--- src/rtl/multicycle_control_unit_pkg.sv ---
`default_nettype none
// ============================================================================
// Module      : multicycle_control_unit_pkg
// Description : Shared types and encodings for the multicycle RV32I control
//               unit: FSM states, ALU codes, opcodes, mux selects and the
//               bundle of registered control fields.
// Revision    : 1.0 - initial release
// ============================================================================
package multicycle_control_unit_pkg;

    // Main FSM state encoding; also exported on state_dbg
    typedef enum logic [3:0] {
        S_FETCH    = 4'd0,
        S_DECODE   = 4'd1,
        S_MEMADR   = 4'd2,
        S_MEMREAD  = 4'd3,
        S_MEMWB    = 4'd4,
        S_MEMWRITE = 4'd5,
        S_EXECR    = 4'd6,
        S_EXECI    = 4'd7,
        S_ALUWB    = 4'd8,
        S_BRANCH   = 4'd9,
        S_JAL      = 4'd10,
        S_TRAP     = 4'd11
    } state_t;

    // ALU operation codes; low 3 bits of the base ops match the legacy codes
    localparam logic [3:0] ALU_ADD  = 4'b0000;
    localparam logic [3:0] ALU_SUB  = 4'b0001;
    localparam logic [3:0] ALU_AND  = 4'b0010;
    localparam logic [3:0] ALU_OR   = 4'b0011;
    localparam logic [3:0] ALU_XOR  = 4'b0100;
    localparam logic [3:0] ALU_SLT  = 4'b0101;
    localparam logic [3:0] ALU_SLTU = 4'b0110;
    localparam logic [3:0] ALU_SLL  = 4'b0111;
    localparam logic [3:0] ALU_SRL  = 4'b1000;
    localparam logic [3:0] ALU_SRA  = 4'b1001;

    // Supported opcodes
    localparam logic [6:0] OP_LOAD   = 7'b0000011;
    localparam logic [6:0] OP_STORE  = 7'b0100011;
    localparam logic [6:0] OP_RTYPE  = 7'b0110011;
    localparam logic [6:0] OP_ITYPE  = 7'b0010011;
    localparam logic [6:0] OP_BRANCH = 7'b1100011;
    localparam logic [6:0] OP_JAL    = 7'b1101111;

    // ALU decoder operation class
    localparam logic [1:0] ALUOP_ADD   = 2'b00;
    localparam logic [1:0] ALUOP_CMP   = 2'b01;
    localparam logic [1:0] ALUOP_FUNCT = 2'b10;

    // Datapath mux selects
    localparam logic [1:0] SRC_A_PC      = 2'b00;
    localparam logic [1:0] SRC_A_OLDPC   = 2'b01;
    localparam logic [1:0] SRC_A_RS1     = 2'b10;
    localparam logic [1:0] SRC_B_RS2     = 2'b00;
    localparam logic [1:0] SRC_B_IMM     = 2'b01;
    localparam logic [1:0] SRC_B_FOUR    = 2'b10;
    localparam logic [1:0] RES_ALUOUT    = 2'b00;
    localparam logic [1:0] RES_DATA      = 2'b01;
    localparam logic [1:0] RES_ALURESULT = 2'b10;
    localparam logic [1:0] IMM_I         = 2'b00;
    localparam logic [1:0] IMM_S         = 2'b01;
    localparam logic [1:0] IMM_B         = 2'b10;
    localparam logic [1:0] IMM_J         = 2'b11;

    // Registered control fields; strobes are the ungated base values
    typedef struct packed {
        logic       ir_write;
        logic       pc_fetch;
        logic       pc_jump;
        logic       branch;
        logic       branch_inv;
        logic       mem_write;
        logic       reg_write;
        logic       adr_src;
        logic [1:0] result_src;
        logic [1:0] alu_src_a;
        logic [1:0] alu_src_b;
        logic [1:0] imm_src;
        logic [3:0] alu_control;
    } ctrl_t;

    // All strobes off, ALU adding PC + rs2
    function automatic ctrl_t ctrl_idle();
        ctrl_t c;
        c             = '0;
        c.alu_control = ALU_ADD;
        c.alu_src_a   = SRC_A_PC;
        c.alu_src_b   = SRC_B_RS2;
        c.result_src  = RES_ALUOUT;
        c.imm_src     = IMM_I;
        return c;
    endfunction

    // FETCH: read instruction at PC and compute PC + 4 into the PC
    function automatic ctrl_t ctrl_fetch();
        ctrl_t c;
        c            = ctrl_idle();
        c.ir_write   = 1'b1;
        c.pc_fetch   = 1'b1;
        c.alu_src_b  = SRC_B_FOUR;
        c.result_src = RES_ALURESULT;
        return c;
    endfunction

endpackage
`default_nettype wire

--- src/rtl/multicycle_control_unit_if.sv ---
`default_nettype none
// ============================================================================
// Module      : multicycle_control_unit_if
// Description : Instruction-field / status inputs and control outputs between
//               the multicycle datapath (master) and its control unit (slave).
// Revision    : 1.0 - initial release
// ============================================================================
interface multicycle_control_unit_if;
    logic [6:0] op;
    logic [2:0] funct3;
    logic       funct7b5;
    logic       zero;
    logic       mem_ready;
    logic       pc_write;
    logic       adr_src;
    logic       mem_write;
    logic       ir_write;
    logic       reg_write;
    logic [1:0] result_src;
    logic [1:0] alu_src_a;
    logic [1:0] alu_src_b;
    logic [1:0] imm_src;
    logic [3:0] alu_control;
    logic       illegal;
    logic [3:0] state_dbg;

    modport master (
        output op, funct3, funct7b5, zero, mem_ready,
        input  pc_write, adr_src, mem_write, ir_write, reg_write, result_src,
               alu_src_a, alu_src_b, imm_src, alu_control, illegal, state_dbg
    );

    modport slave (
        input  op, funct3, funct7b5, zero, mem_ready,
        output pc_write, adr_src, mem_write, ir_write, reg_write, result_src,
               alu_src_a, alu_src_b, imm_src, alu_control, illegal, state_dbg
    );
endinterface
`default_nettype wire

--- src/rtl/alu_decoder_ext.sv ---
`default_nettype none
// ============================================================================
// Module      : alu_decoder_ext
// Description : Combinational ALU decoder. Maps the operation class and the
//               funct fields to a 4-bit ALU code and flags decodes that need
//               an operation this build does not provide.
// Revision    : 1.0 - initial release
// ============================================================================
module alu_decoder_ext
    import multicycle_control_unit_pkg::*;
#(
    parameter int EXT_ALU = 1
) (
    input  logic [1:0] alu_op,
    input  logic       op5,
    input  logic [2:0] funct3,
    input  logic       funct7b5,
    output logic [3:0] alu_control,
    output logic       unsupported
);

    localparam logic EXT_OK = (EXT_ALU != 0);

    // Decode ALU code; extended ops are unsupported when EXT_ALU is 0
    always_comb begin
        alu_control = ALU_ADD;
        unsupported = 1'b0;
        case (alu_op)
            ALUOP_CMP: begin
                case (funct3)
                    3'b000, 3'b001: alu_control = ALU_SUB;
                    3'b100, 3'b101: alu_control = ALU_SLT;
                    3'b110, 3'b111: begin
                        alu_control = ALU_SLTU;
                        unsupported = ~EXT_OK;
                    end
                    default: unsupported = 1'b1;
                endcase
            end
            ALUOP_FUNCT: begin
                case (funct3)
                    // Only R-type (op5=1) can subtract; addi ignores bit 30
                    3'b000: alu_control = (op5 & funct7b5) ? ALU_SUB : ALU_ADD;
                    3'b001: begin
                        alu_control = ALU_SLL;
                        unsupported = ~EXT_OK;
                    end
                    3'b010: alu_control = ALU_SLT;
                    3'b011: begin
                        alu_control = ALU_SLTU;
                        unsupported = ~EXT_OK;
                    end
                    3'b100: begin
                        alu_control = ALU_XOR;
                        unsupported = ~EXT_OK;
                    end
                    3'b101: begin
                        alu_control = funct7b5 ? ALU_SRA : ALU_SRL;
                        unsupported = ~EXT_OK;
                    end
                    3'b110: alu_control = ALU_OR;
                    default: alu_control = ALU_AND;
                endcase
            end
            default: begin
                alu_control = ALU_ADD;
                unsupported = 1'b0;
            end
        endcase
    end

endmodule
`default_nettype wire

--- src/rtl/multicycle_control_unit.sv ---
`default_nettype none
// ============================================================================
// Module      : multicycle_control_unit
// Description : Main FSM of the multicycle RV32I core. Sequences fetch,
//               decode, execute, memory and writeback; control fields are
//               registered from the next state, and only the write strobes
//               are gated by mem_ready, zero and reset.
// Revision    : 1.0 - initial release
// ============================================================================
module multicycle_control_unit
    import multicycle_control_unit_pkg::*;
#(
    parameter int EXT_ALU  = 1,
    parameter int WAIT_MEM = 1
) (
    input  logic                      clk,
    input  logic                      rst_n,
    multicycle_control_unit_if.slave  bus
);

    state_t     state;
    state_t     nxt;
    ctrl_t      ctrl;
    ctrl_t      nxt_ctrl;
    logic       illegal_r;
    logic       mem_ok;
    logic       taken;
    logic [1:0] dec_alu_op;
    logic [3:0] dec_alu_control;
    logic       dec_unsupported;

    assign mem_ok = (WAIT_MEM == 0) ? 1'b1 : bus.mem_ready;
    assign taken  = bus.zero ^ ctrl.branch_inv;

    // Operation class for the decoder; only used while in DECODE
    always_comb begin
        case (bus.op)
            OP_RTYPE, OP_ITYPE: dec_alu_op = ALUOP_FUNCT;
            OP_BRANCH:          dec_alu_op = ALUOP_CMP;
            default:            dec_alu_op = ALUOP_ADD;
        endcase
    end

    alu_decoder_ext #(
        .EXT_ALU (EXT_ALU)
    ) u_alu_decoder (
        .alu_op      (dec_alu_op),
        .op5         (bus.op[5]),
        .funct3      (bus.funct3),
        .funct7b5    (bus.funct7b5),
        .alu_control (dec_alu_control),
        .unsupported (dec_unsupported)
    );

    // Next state and the control fields that go with it
    always_comb begin
        nxt      = state;
        nxt_ctrl = ctrl_idle();
        case (state)
            S_FETCH:    if (mem_ok) nxt = S_DECODE;
            S_DECODE: begin
                case (bus.op)
                    OP_LOAD, OP_STORE: nxt = S_MEMADR;
                    OP_RTYPE:          nxt = dec_unsupported ? S_TRAP : S_EXECR;
                    OP_ITYPE:          nxt = dec_unsupported ? S_TRAP : S_EXECI;
                    OP_BRANCH:         nxt = dec_unsupported ? S_TRAP : S_BRANCH;
                    OP_JAL:            nxt = S_JAL;
                    default:           nxt = S_TRAP;
                endcase
            end
            S_MEMADR:   nxt = (bus.op == OP_STORE) ? S_MEMWRITE : S_MEMREAD;
            S_MEMREAD:  if (mem_ok) nxt = S_MEMWB;
            S_MEMWB:    nxt = S_FETCH;
            S_MEMWRITE: if (mem_ok) nxt = S_FETCH;
            S_EXECR,
            S_EXECI:    nxt = S_ALUWB;
            S_ALUWB,
            S_BRANCH:   nxt = S_FETCH;
            S_JAL:      nxt = S_ALUWB;
            default:    nxt = S_TRAP;
        endcase

        // Funct-dependent fields are captured on the DECODE exit edge,
        // while the IR still holds the decoded instruction
        case (nxt)
            S_FETCH:  nxt_ctrl = ctrl_fetch();
            S_DECODE: begin
                nxt_ctrl.alu_src_a = SRC_A_OLDPC;
                nxt_ctrl.alu_src_b = SRC_B_IMM;
                nxt_ctrl.imm_src   = IMM_B;
            end
            S_MEMADR: begin
                nxt_ctrl.alu_src_a = SRC_A_RS1;
                nxt_ctrl.alu_src_b = SRC_B_IMM;
                nxt_ctrl.imm_src   = (bus.op == OP_STORE) ? IMM_S : IMM_I;
            end
            S_MEMREAD:  nxt_ctrl.adr_src = 1'b1;
            S_MEMWB: begin
                nxt_ctrl.result_src = RES_DATA;
                nxt_ctrl.reg_write  = 1'b1;
            end
            S_MEMWRITE: begin
                nxt_ctrl.adr_src   = 1'b1;
                nxt_ctrl.mem_write = 1'b1;
            end
            S_EXECR: begin
                nxt_ctrl.alu_src_a   = SRC_A_RS1;
                nxt_ctrl.alu_src_b   = SRC_B_RS2;
                nxt_ctrl.alu_control = dec_alu_control;
            end
            S_EXECI: begin
                nxt_ctrl.alu_src_a   = SRC_A_RS1;
                nxt_ctrl.alu_src_b   = SRC_B_IMM;
                nxt_ctrl.imm_src     = IMM_I;
                nxt_ctrl.alu_control = dec_alu_control;
            end
            S_ALUWB: begin
                nxt_ctrl.result_src = RES_ALUOUT;
                nxt_ctrl.reg_write  = 1'b1;
            end
            S_BRANCH: begin
                nxt_ctrl.alu_src_a   = SRC_A_RS1;
                nxt_ctrl.alu_src_b   = SRC_B_RS2;
                nxt_ctrl.imm_src     = IMM_B;
                nxt_ctrl.alu_control = dec_alu_control;
                nxt_ctrl.branch      = 1'b1;
                // bne/blt/bltu take the branch on a nonzero compare result
                nxt_ctrl.branch_inv  = bus.funct3[0] ^ bus.funct3[2];
            end
            S_JAL: begin
                nxt_ctrl.alu_src_a  = SRC_A_OLDPC;
                nxt_ctrl.alu_src_b  = SRC_B_FOUR;
                nxt_ctrl.imm_src    = IMM_J;
                nxt_ctrl.result_src = RES_ALUOUT;
                nxt_ctrl.pc_jump    = 1'b1;
            end
            default:  nxt_ctrl = ctrl_idle();
        endcase
    end

    // State, registered control fields and sticky illegal flag
    always_ff @(posedge clk or negedge rst_n) begin
        if (!rst_n) begin
            state     <= S_FETCH;
            ctrl      <= ctrl_fetch();
            illegal_r <= 1'b0;
        end else begin
            state <= nxt;
            ctrl  <= nxt_ctrl;
            if (nxt == S_TRAP) begin
                illegal_r <= 1'b1;
            end
        end
    end

    // Strobes are forced low while reset is asserted so no partial write leaks
    assign bus.pc_write    = rst_n & ((ctrl.pc_fetch & mem_ok) | ctrl.pc_jump |
                                      (ctrl.branch & taken));
    assign bus.ir_write    = rst_n & ctrl.ir_write & mem_ok;
    assign bus.mem_write   = rst_n & ctrl.mem_write;
    assign bus.reg_write   = rst_n & ctrl.reg_write;
    assign bus.adr_src     = ctrl.adr_src;
    assign bus.result_src  = ctrl.result_src;
    assign bus.alu_src_a   = ctrl.alu_src_a;
    assign bus.alu_src_b   = ctrl.alu_src_b;
    assign bus.imm_src     = ctrl.imm_src;
    assign bus.alu_control = ctrl.alu_control;
    assign bus.illegal     = illegal_r;
    assign bus.state_dbg   = state;

endmodule
`default_nettype wire

--- src/flat_wrapper.sv ---
// flat-port wrapper written by rule: the top's interface ports become plain ports
module multicycle_control_unit_flat import multicycle_control_unit_pkg::*;
#(
    parameter int EXT_ALU  = 1,
    parameter int WAIT_MEM = 1
)
  (clk, rst_n, bus_op, bus_funct3, bus_funct7b5, bus_zero, bus_mem_ready, bus_pc_write, bus_adr_src, bus_mem_write, bus_ir_write, bus_reg_write, bus_result_src, bus_alu_src_a, bus_alu_src_b, bus_imm_src, bus_alu_control, bus_illegal, bus_state_dbg);
  multicycle_control_unit_if bus_i ();
  input  logic clk;
  input  logic rst_n;
  input wire logic [$bits(bus_i.op)-1:0] bus_op;
  input wire logic [$bits(bus_i.funct3)-1:0] bus_funct3;
  input wire logic [$bits(bus_i.funct7b5)-1:0] bus_funct7b5;
  input wire logic [$bits(bus_i.zero)-1:0] bus_zero;
  input wire logic [$bits(bus_i.mem_ready)-1:0] bus_mem_ready;
  output wire logic [$bits(bus_i.pc_write)-1:0] bus_pc_write;
  output wire logic [$bits(bus_i.adr_src)-1:0] bus_adr_src;
  output wire logic [$bits(bus_i.mem_write)-1:0] bus_mem_write;
  output wire logic [$bits(bus_i.ir_write)-1:0] bus_ir_write;
  output wire logic [$bits(bus_i.reg_write)-1:0] bus_reg_write;
  output wire logic [$bits(bus_i.result_src)-1:0] bus_result_src;
  output wire logic [$bits(bus_i.alu_src_a)-1:0] bus_alu_src_a;
  output wire logic [$bits(bus_i.alu_src_b)-1:0] bus_alu_src_b;
  output wire logic [$bits(bus_i.imm_src)-1:0] bus_imm_src;
  output wire logic [$bits(bus_i.alu_control)-1:0] bus_alu_control;
  output wire logic [$bits(bus_i.illegal)-1:0] bus_illegal;
  output wire logic [$bits(bus_i.state_dbg)-1:0] bus_state_dbg;
  assign bus_i.op = bus_op;
  assign bus_i.funct3 = bus_funct3;
  assign bus_i.funct7b5 = bus_funct7b5;
  assign bus_i.zero = bus_zero;
  assign bus_i.mem_ready = bus_mem_ready;
  assign bus_pc_write = bus_i.pc_write;
  assign bus_adr_src = bus_i.adr_src;
  assign bus_mem_write = bus_i.mem_write;
  assign bus_ir_write = bus_i.ir_write;
  assign bus_reg_write = bus_i.reg_write;
  assign bus_result_src = bus_i.result_src;
  assign bus_alu_src_a = bus_i.alu_src_a;
  assign bus_alu_src_b = bus_i.alu_src_b;
  assign bus_imm_src = bus_i.imm_src;
  assign bus_alu_control = bus_i.alu_control;
  assign bus_illegal = bus_i.illegal;
  assign bus_state_dbg = bus_i.state_dbg;
  multicycle_control_unit #(.EXT_ALU(EXT_ALU), .WAIT_MEM(WAIT_MEM)) u_core (.clk(clk), .rst_n(rst_n), .bus(bus_i));
endmodule
--- config.mk ---
export PLATFORM = sky130hd
export DESIGN_NAME = multicycle_control_unit_flat
export DESIGN_NICKNAME = d
export VERILOG_FILES = /design/src/rtl/multicycle_control_unit_pkg.sv /design/src/rtl/multicycle_control_unit_if.sv /design/src/rtl/alu_decoder_ext.sv /design/src/rtl/multicycle_control_unit.sv /design/src/flat_wrapper.sv
export SDC_FILE = /design/constraint.sdc
export NUM_CORES = 1
export LEC_CHECK = 0
export BUFFER_PORTS_ARGS = -buffer_cell sky130_fd_sc_hd__buf_2
export CAP_MARGIN = 25
export CORE_ASPECT_RATIO = 2
export CORE_MARGIN = 2
export CORE_UTILIZATION = 30
export CTS_CLUSTER_DIAMETER = 120
export DETAILED_ROUTE_END_ITERATION = 8
export PLACE_DENSITY = 0.49
export RECOVER_POWER = 100
export SLEW_MARGIN = 20
export SYNTH_ARGS = -nofsm -noshare
export SYNTH_HDL_FRONTEND = slang
export SYNTH_SLANG_ARGS = --single-unit
--- constraint.sdc ---
create_clock -name clk -period 2.52 [get_ports clk]
set_input_delay 0.504 -clock clk [delete_from_list [all_inputs] [get_ports clk]]
set_output_delay 0.504 -clock clk [all_outputs]
set_load 0.01 [all_outputs]
==> impl_metrics.toml, run 1 <==
[clock_network]
cts_tree = "done"
root_buffer = "clkbuf_8"
cts_buffers = 3
clk_pin_slew_ns = 0.08
postCtsHoldBufs = 0
cts.sinks = 24
cts_buffer_depth = 2
worstSkewPairLatency_ns = 0.27
cts_setup_buffers = 0
cts_max_level = 1
cts_resized = 0

[pwr]
vdd_drop_max_mv = 0.589
powerDensity_nw_per_um2 = 1200
p_leak_nw = 0.720

[final_layout]
finish.net_count = 195
fillers = 504
drive_above_1_share = 0.220
fin_util = 0.359
area_delta_synth_final_pct = 14.9
antenna_cells = 0

[critical_path]
r2r_slack_ns = 0.37
critPathKind = "primary input to flip-flop"
setup.worst_path.start_class = "primary input"
crit_fanout = 4
timing.rr.start = "u_core.bus.state_dbg[1]$_DFF_PN0_"
r2r_end = "u_core.bus.alu_src_a[0]$_DFF_PN0_"
rr_worst_depth = 7
crit_path_end_kind = "flip-flop"
critPathLaunch = "bus_op[2]"
required_ns = 2.72
cp_data_arrival_time_ns = 2.40

[timing]
rsz0062_at_grt = "no"
slew_headroom = 0.485
finalSetupTns_ns = 0
setup_viol = 0
layout_min_cycle_time_ns = 2.20
finalCritPeriodShare = 0.874
fmax_mhz = 454
hold_violations = 0
drv_slew = 0
clock_skew_ns = 0.0108
worstMarginPinSlew_ns = 0.772

[synthesis]
synthTopCellsByCount = "21 x dfrtp_1, 13 x nor2_1, 12 x buf_4"
yosys_warnings = 0
synthTopCellsByArea = "dfrtp_1 37%, buf_4 6.3%, dfstp_2 5.5%"
syn-num-nets = 162
synth_mux_area_frac = 0.00783
synth_top_family_by_area = "simple AND/OR/NAND/NOR gates"
synth_edf_count = 0
syn_area_per_cell_um2 = 9.91
synth_top_area_frac = 0.366
syn-cell-area_um2 = 1440
synth-compound-area-share = 0.164
synthArstFlopShare = 1.00
synthCells = 145
ys_types = 55
ys_ff_latch = 24
yosysTopAreaCell = "dfrtp_1"
yosys_most_used_dff = "dfrtp_1"
synth_fa_ha_area_frac = 0.0174
synth_xor_area_frac = 0.0183
synth-seq-area-share = 0.420
yosysMostFrequentCell = "dfrtp_1"
yosys.area_share.simple = 0.271

[route]
drt_wl_total_um = 3210
drc_errors = 0
wire_per_inst_um = 13.8
dr.pass1.iters = 4
postRouteAntennaNets = 0
via_per_inst = 4.96
drt_iter0_markers = 7
dr_total_vias = 1151

[floorplanning]
die_h_um = 102
die_x_um = 53.0
rows = 35
core_area_um2 = 4600
ioPinCount = 37
dieArea_um2 = 5400
initial_core_util = 0.313

[job]
maxCapViolations = 0

[placement]
io_buffers = 36
place_congestion = 0.812
hpwl_um = 2640

[global_routing]
grt-ovfl-total = 0
grt_pass1_wl_um = 5280
grt_use_total = 0.131
antenna_found_initial = 0
grt_pass1_vias = 1125
grt_max_degree = 18

[hold_path]
hold_class = "primary input to asynchronous set/reset pin"

[outcome]
status = "finished, final reports clean"
## power breakdown
part           switching [mW]  leakage [nW]  internal, mW  total, mW
clock                   0.116        0.0357         0.212      0.329
sequential             0.0319         0.307         0.508      0.540
combinational           0.683         0.378         0.434       1.12
total                   0.831         0.720          1.15       1.98
## routing by layer
| layer | share of wire | vias up | track usage |
|---|---|---|---|
| met5 | 0 | - | 0 |
| met4 | 0.017 | 0 | 0.0473 |
| met3 | 0.034 | 5 | 0.0132 |
| met2 | 0.58 | 23 | 0.252 |
| met1 | 0.37 | 549 | 0.142 |
| li1 | - | 574 | - |
## how the worst max path moves through the flow
stage / end / slack (ns) / cells past startpoint
6_report: u_core.bus.alu_src_b[1]$_DFF_PN1_ / 0.32 / 10
3_3_place_gp: u_core.bus.adr_src$_DFF_PN0_ / 0.08 / 10
3_5_place_dp: u_core.bus.adr_src$_DFF_PN0_ / 0.03 / 10
2_1_floorplan: u_core.bus.adr_src$_DFF_PN0_ / 0.18 / 11
4_1_cts: u_core.bus.adr_src$_DFF_PN0_ / 0.32 / 10
5_1_grt: u_core.bus.alu_src_b[1]$_DFF_PN1_ / 0.13 / 10
## kinds of logic after synthesis
logic type	Yosys count
adder cells (fa/ha/maj)	2
AND/OR/NAND/NOR	62
flip-flops	24
multiplexers	1
XOR/XNOR	3
AO/OA/AOI/OAI	30
buffers and inverters	23
## registers in the layout (all words and copies together), names as in the netlist
name / count
u_core.bus.alu_control: 4
u_core.ctrl: 6
u_core.bus.state_dbg: 4
u_core.bus.alu_src_a: 2
u_core.bus.imm_src: 2
u_core.bus.illegal: 1
u_core.bus.result_src: 2
u_core.bus.alu_src_b: 2
u_core.bus.adr_src: 1
## area by class of cell
cell class / count / area (um2) / area share
Clock buffer: 3 / 41.3 / 0.0250
Clock inverter: 1 / 30.0 / 0.0182
Inverter: 6 / 25.0 / 0.0152
Multi-Input combinational cell: 98 / 683 / 0.414
Sequential cell: 24 / 604 / 0.366
Tap cell: 55 / 68.8 / 0.0417
Timing Repair Buffer: 45 / 199 / 0.120
## cell usage in the layout, fill, tap and decap left out, types with 2 or more instances in the layout
cell / count
clkbuf_1: 27
a21oi_1: 6
nor3_1: 6
dfstp_2: 3
nor2_1: 13
nand3_1: 5
dfrtp_1: 21
inv_1: 5
and2_1: 3
a211oi_1: 4
nand2_1: 6
buf_2: 15
buf_4: 3
nand3b_1: 3
o21ai_0: 4
xnor2_1: 2
nand2b_1: 3
ha_1: 2
o211ai_1: 2
clkbuf_8: 3
and3_1: 4
o21a_1: 2
nor4b_1: 2
nor2b_1: 2
## worst max-delay path, cell delays in order
cell and delay (ns):
buf_2 0.12, and4bb_2 0.31, nand3_1 0.11, ha_1 0.24, nand3b_1 0.13, a41oi_1 0.18, nor3_4 0.33, clkbuf_1 0.21
nand3_1 0.09, a21oi_1 0.18
## stage by stage
stage          cell area, um2  instances  total power, mW  setup WS, ns  hold slack (ns)
2_1_floorplan            1440        145             1.44         0.176            0.208
3_3_place_gp             1630        228             1.73        0.0816            0.426
3_5_place_dp             1630        228             1.75        0.0313            0.423
4_1_cts                  1710        232             2.09         0.324            0.125
5_1_grt                  1650        232             2.14         0.128            0.346
6_report                 1650        232             1.98         0.318            0.280
Power figures use the tool's default switching activity.
==> inputs of run 2 (changes only) <==
--- a/config.mk
+++ b/config.mk
@@ -8,4 +8,6 @@
 export BUFFER_PORTS_ARGS = -buffer_cell sky130_fd_sc_hd__buf_2
 export CAP_MARGIN = 25
+export CELL_PAD_IN_SITES_DETAIL_PLACEMENT = 1
+export CELL_PAD_IN_SITES_GLOBAL_PLACEMENT = 2
 export CORE_ASPECT_RATIO = 2
 export CORE_MARGIN = 2
@@ -13,5 +15,5 @@
 export CTS_CLUSTER_DIAMETER = 120
 export DETAILED_ROUTE_END_ITERATION = 8
-export PLACE_DENSITY = 0.49
+export PLACE_DENSITY = 0.74
 export RECOVER_POWER = 100
 export SLEW_MARGIN = 20
==> constraint.sdc (replaced) <==
create_clock -name clk -period 2.52 [get_ports clk]
set_input_delay 0.504 -clock clk [delete_from_list [all_inputs] [get_ports clk]]
set_output_delay 0.504 -clock clk [all_outputs]
set_load 0.005 [all_outputs]
==> impl_metrics.toml, run 2 (synthesis results as in run 1) <==
[outcome]
status = "finished, final reports clean"

[global_routing]
met1_usage = 0.143
antenna_found_initial = 0
grt_pass1_wl_um = 5690
grt_max_degree = 20
grt_use_total = 0.141
grt_pass1_vias = 1251
grt-busiest-layer = "met2"
grt_use_met2 = 0.279
grt_util_met3 = 0.00877
grt-ovfl-total = 0

[pwr]
p_total_mw = 1.96
vdd_drop_max_mv = 0.749
powerDensity_nw_per_um2 = 1180
p_leak_nw = 0.756

[placement]
io_buffers = 36
place_congestion = 0.817
hpwl_um = 2870
dp_worst_setup_slack_ns = 0.00565

[timing]
hold_violations = 0
finalCritPeriodShare = 0.908
worstMarginPinSlew_ns = 0.831
setup_ws_ns = 0.232
drv_slew = 0
rsz0062_at_grt = "no"
layout_min_cycle_time_ns = 2.29
clock_skew_ns = 0.00980
setup_viol = 0
finalSetupTns_ns = 0
fmax_mhz = 437
slew_headroom = 0.446

[critical_path]
rr_worst_depth = 5
r2r_slack_ns = 0.23
critPathKind = "flip-flop to flip-flop"
crit_path_end_kind = "flip-flop"
r2r_end = "u_core.bus.alu_control[0]$_DFF_PN0_"
required_ns = 2.67
crit_fanout = 14
cp_data_arrival_time_ns = 2.44
setup.worst_path.start_class = "flip-flop"
timing.rr.start = "u_core.bus.state_dbg[3]$_DFF_PN0_"

[final_layout]
final_cell_mix = "25 x buf_2, 21 x dfrtp_1, 15 x clkbuf_1"
multi_input_area_um2 = 683
largest_reg_flops = 6
regArea_um2 = 604
drive_above_1_share = 0.280
antenna_cells = 0
fillers = 562
mostFrequentLayoutCell = "buf_2"
regMostFlops = "u_core.ctrl"
area_delta_synth_final_pct = 15.1
finish.net_count = 193

[clock_network]
clk_pin_slew_ns = 0.08
cts_setup_buffers = 0
postCtsHoldBufs = 0
cts_buffer_depth = 2
cts_buffers = 3
worstSkewPairLatency_ns = 0.26
cts_resized = 0
root_buffer = "clkbuf_8"
cts_tree = "done"
cts_max_level = 1
cts.sinks = 24

[floorplanning]
core_area_um2 = 4600
ioPinCount = 37
die_h_um = 102
rows = 35
die_x_um = 53.0
dieArea_um2 = 5400
initial_core_util = 0.313

[route]
dr_total_vias = 1164
postRouteAntennaNets = 0
wire_per_inst_um = 15.0
drt_iter0_markers = 10
drt_wl_total_um = 3440
via_per_inst = 5.06
dr.pass1.iters = 4
drc_errors = 0

[job]
maxCapViolations = 0

[hold_path]
hold_class = "primary input to asynchronous set/reset pin"
==> run 2: area by class of cell <==
cell class	instances	share of cell area
timing repair buffer	43	0.122
multi-input combinational	98	0.413
sequential	24	0.365
clock inverter	1	0.0182
clock buffer	3	0.0250
tap	55	0.0416
inverter	6	0.0151
==> run 2: routing by layer <==
metal | vias up | wire (um)
li1 | 564 | -
met1 | 570 | 1230
met2 | 28 | 2060
met3 | 2 | 115
met4 | 0 | 40
met5 | - | 0
==> run 2: worst max path at each step <==
stage	from	endpoint	cells after the start
2_1_floorplan	bus_op[1]	u_core.bus.adr_src$_DFF_PN0_	11
3_3_place_gp	bus_op[3]	u_core.bus.adr_src$_DFF_PN0_	10
3_5_place_dp	bus_op[3]	u_core.bus.adr_src$_DFF_PN0_	10
4_1_cts	u_core.bus.state_dbg[3]$_DFF_PN0_	u_core.bus.alu_control[0]$_DFF_PN0_	5
5_1_grt	u_core.bus.state_dbg[3]$_DFF_PN0_	u_core.bus.alu_control[0]$_DFF_PN0_	5
6_report	u_core.bus.state_dbg[3]$_DFF_PN0_	u_core.bus.alu_control[0]$_DFF_PN0_	5
==> run 2: through the flow <==
step,utilization,instances,area [um2],hold slack [ns]
after detailed placement,0.352,226,1620,0.438
after global routing,0.360,230,1650,0.391
final,0.360,230,1650,0.310
after global placement,0.352,226,1620,0.431
after CTS,0.368,230,1690,0.150
after floorplan,-,145,1440,0.208
==> run 2: worst max-delay path, cell delays in order (launching register included) <==
cell and delay, ns:
dfrtp_1 0.49, or4b_4 0.58, a31o_1 0.24, o22ai_4 0.41, a31oi_4 0.19, a211oi_1 0.26
==> run 2: power by group <==
part           switching (mW)  total, mW  internal, mW  leakage (nW)
logic                   0.658       1.08         0.417         0.413
clock network           0.112      0.324         0.212        0.0357
registers              0.0507      0.559         0.508         0.307
total                   0.821       1.96          1.14         0.756
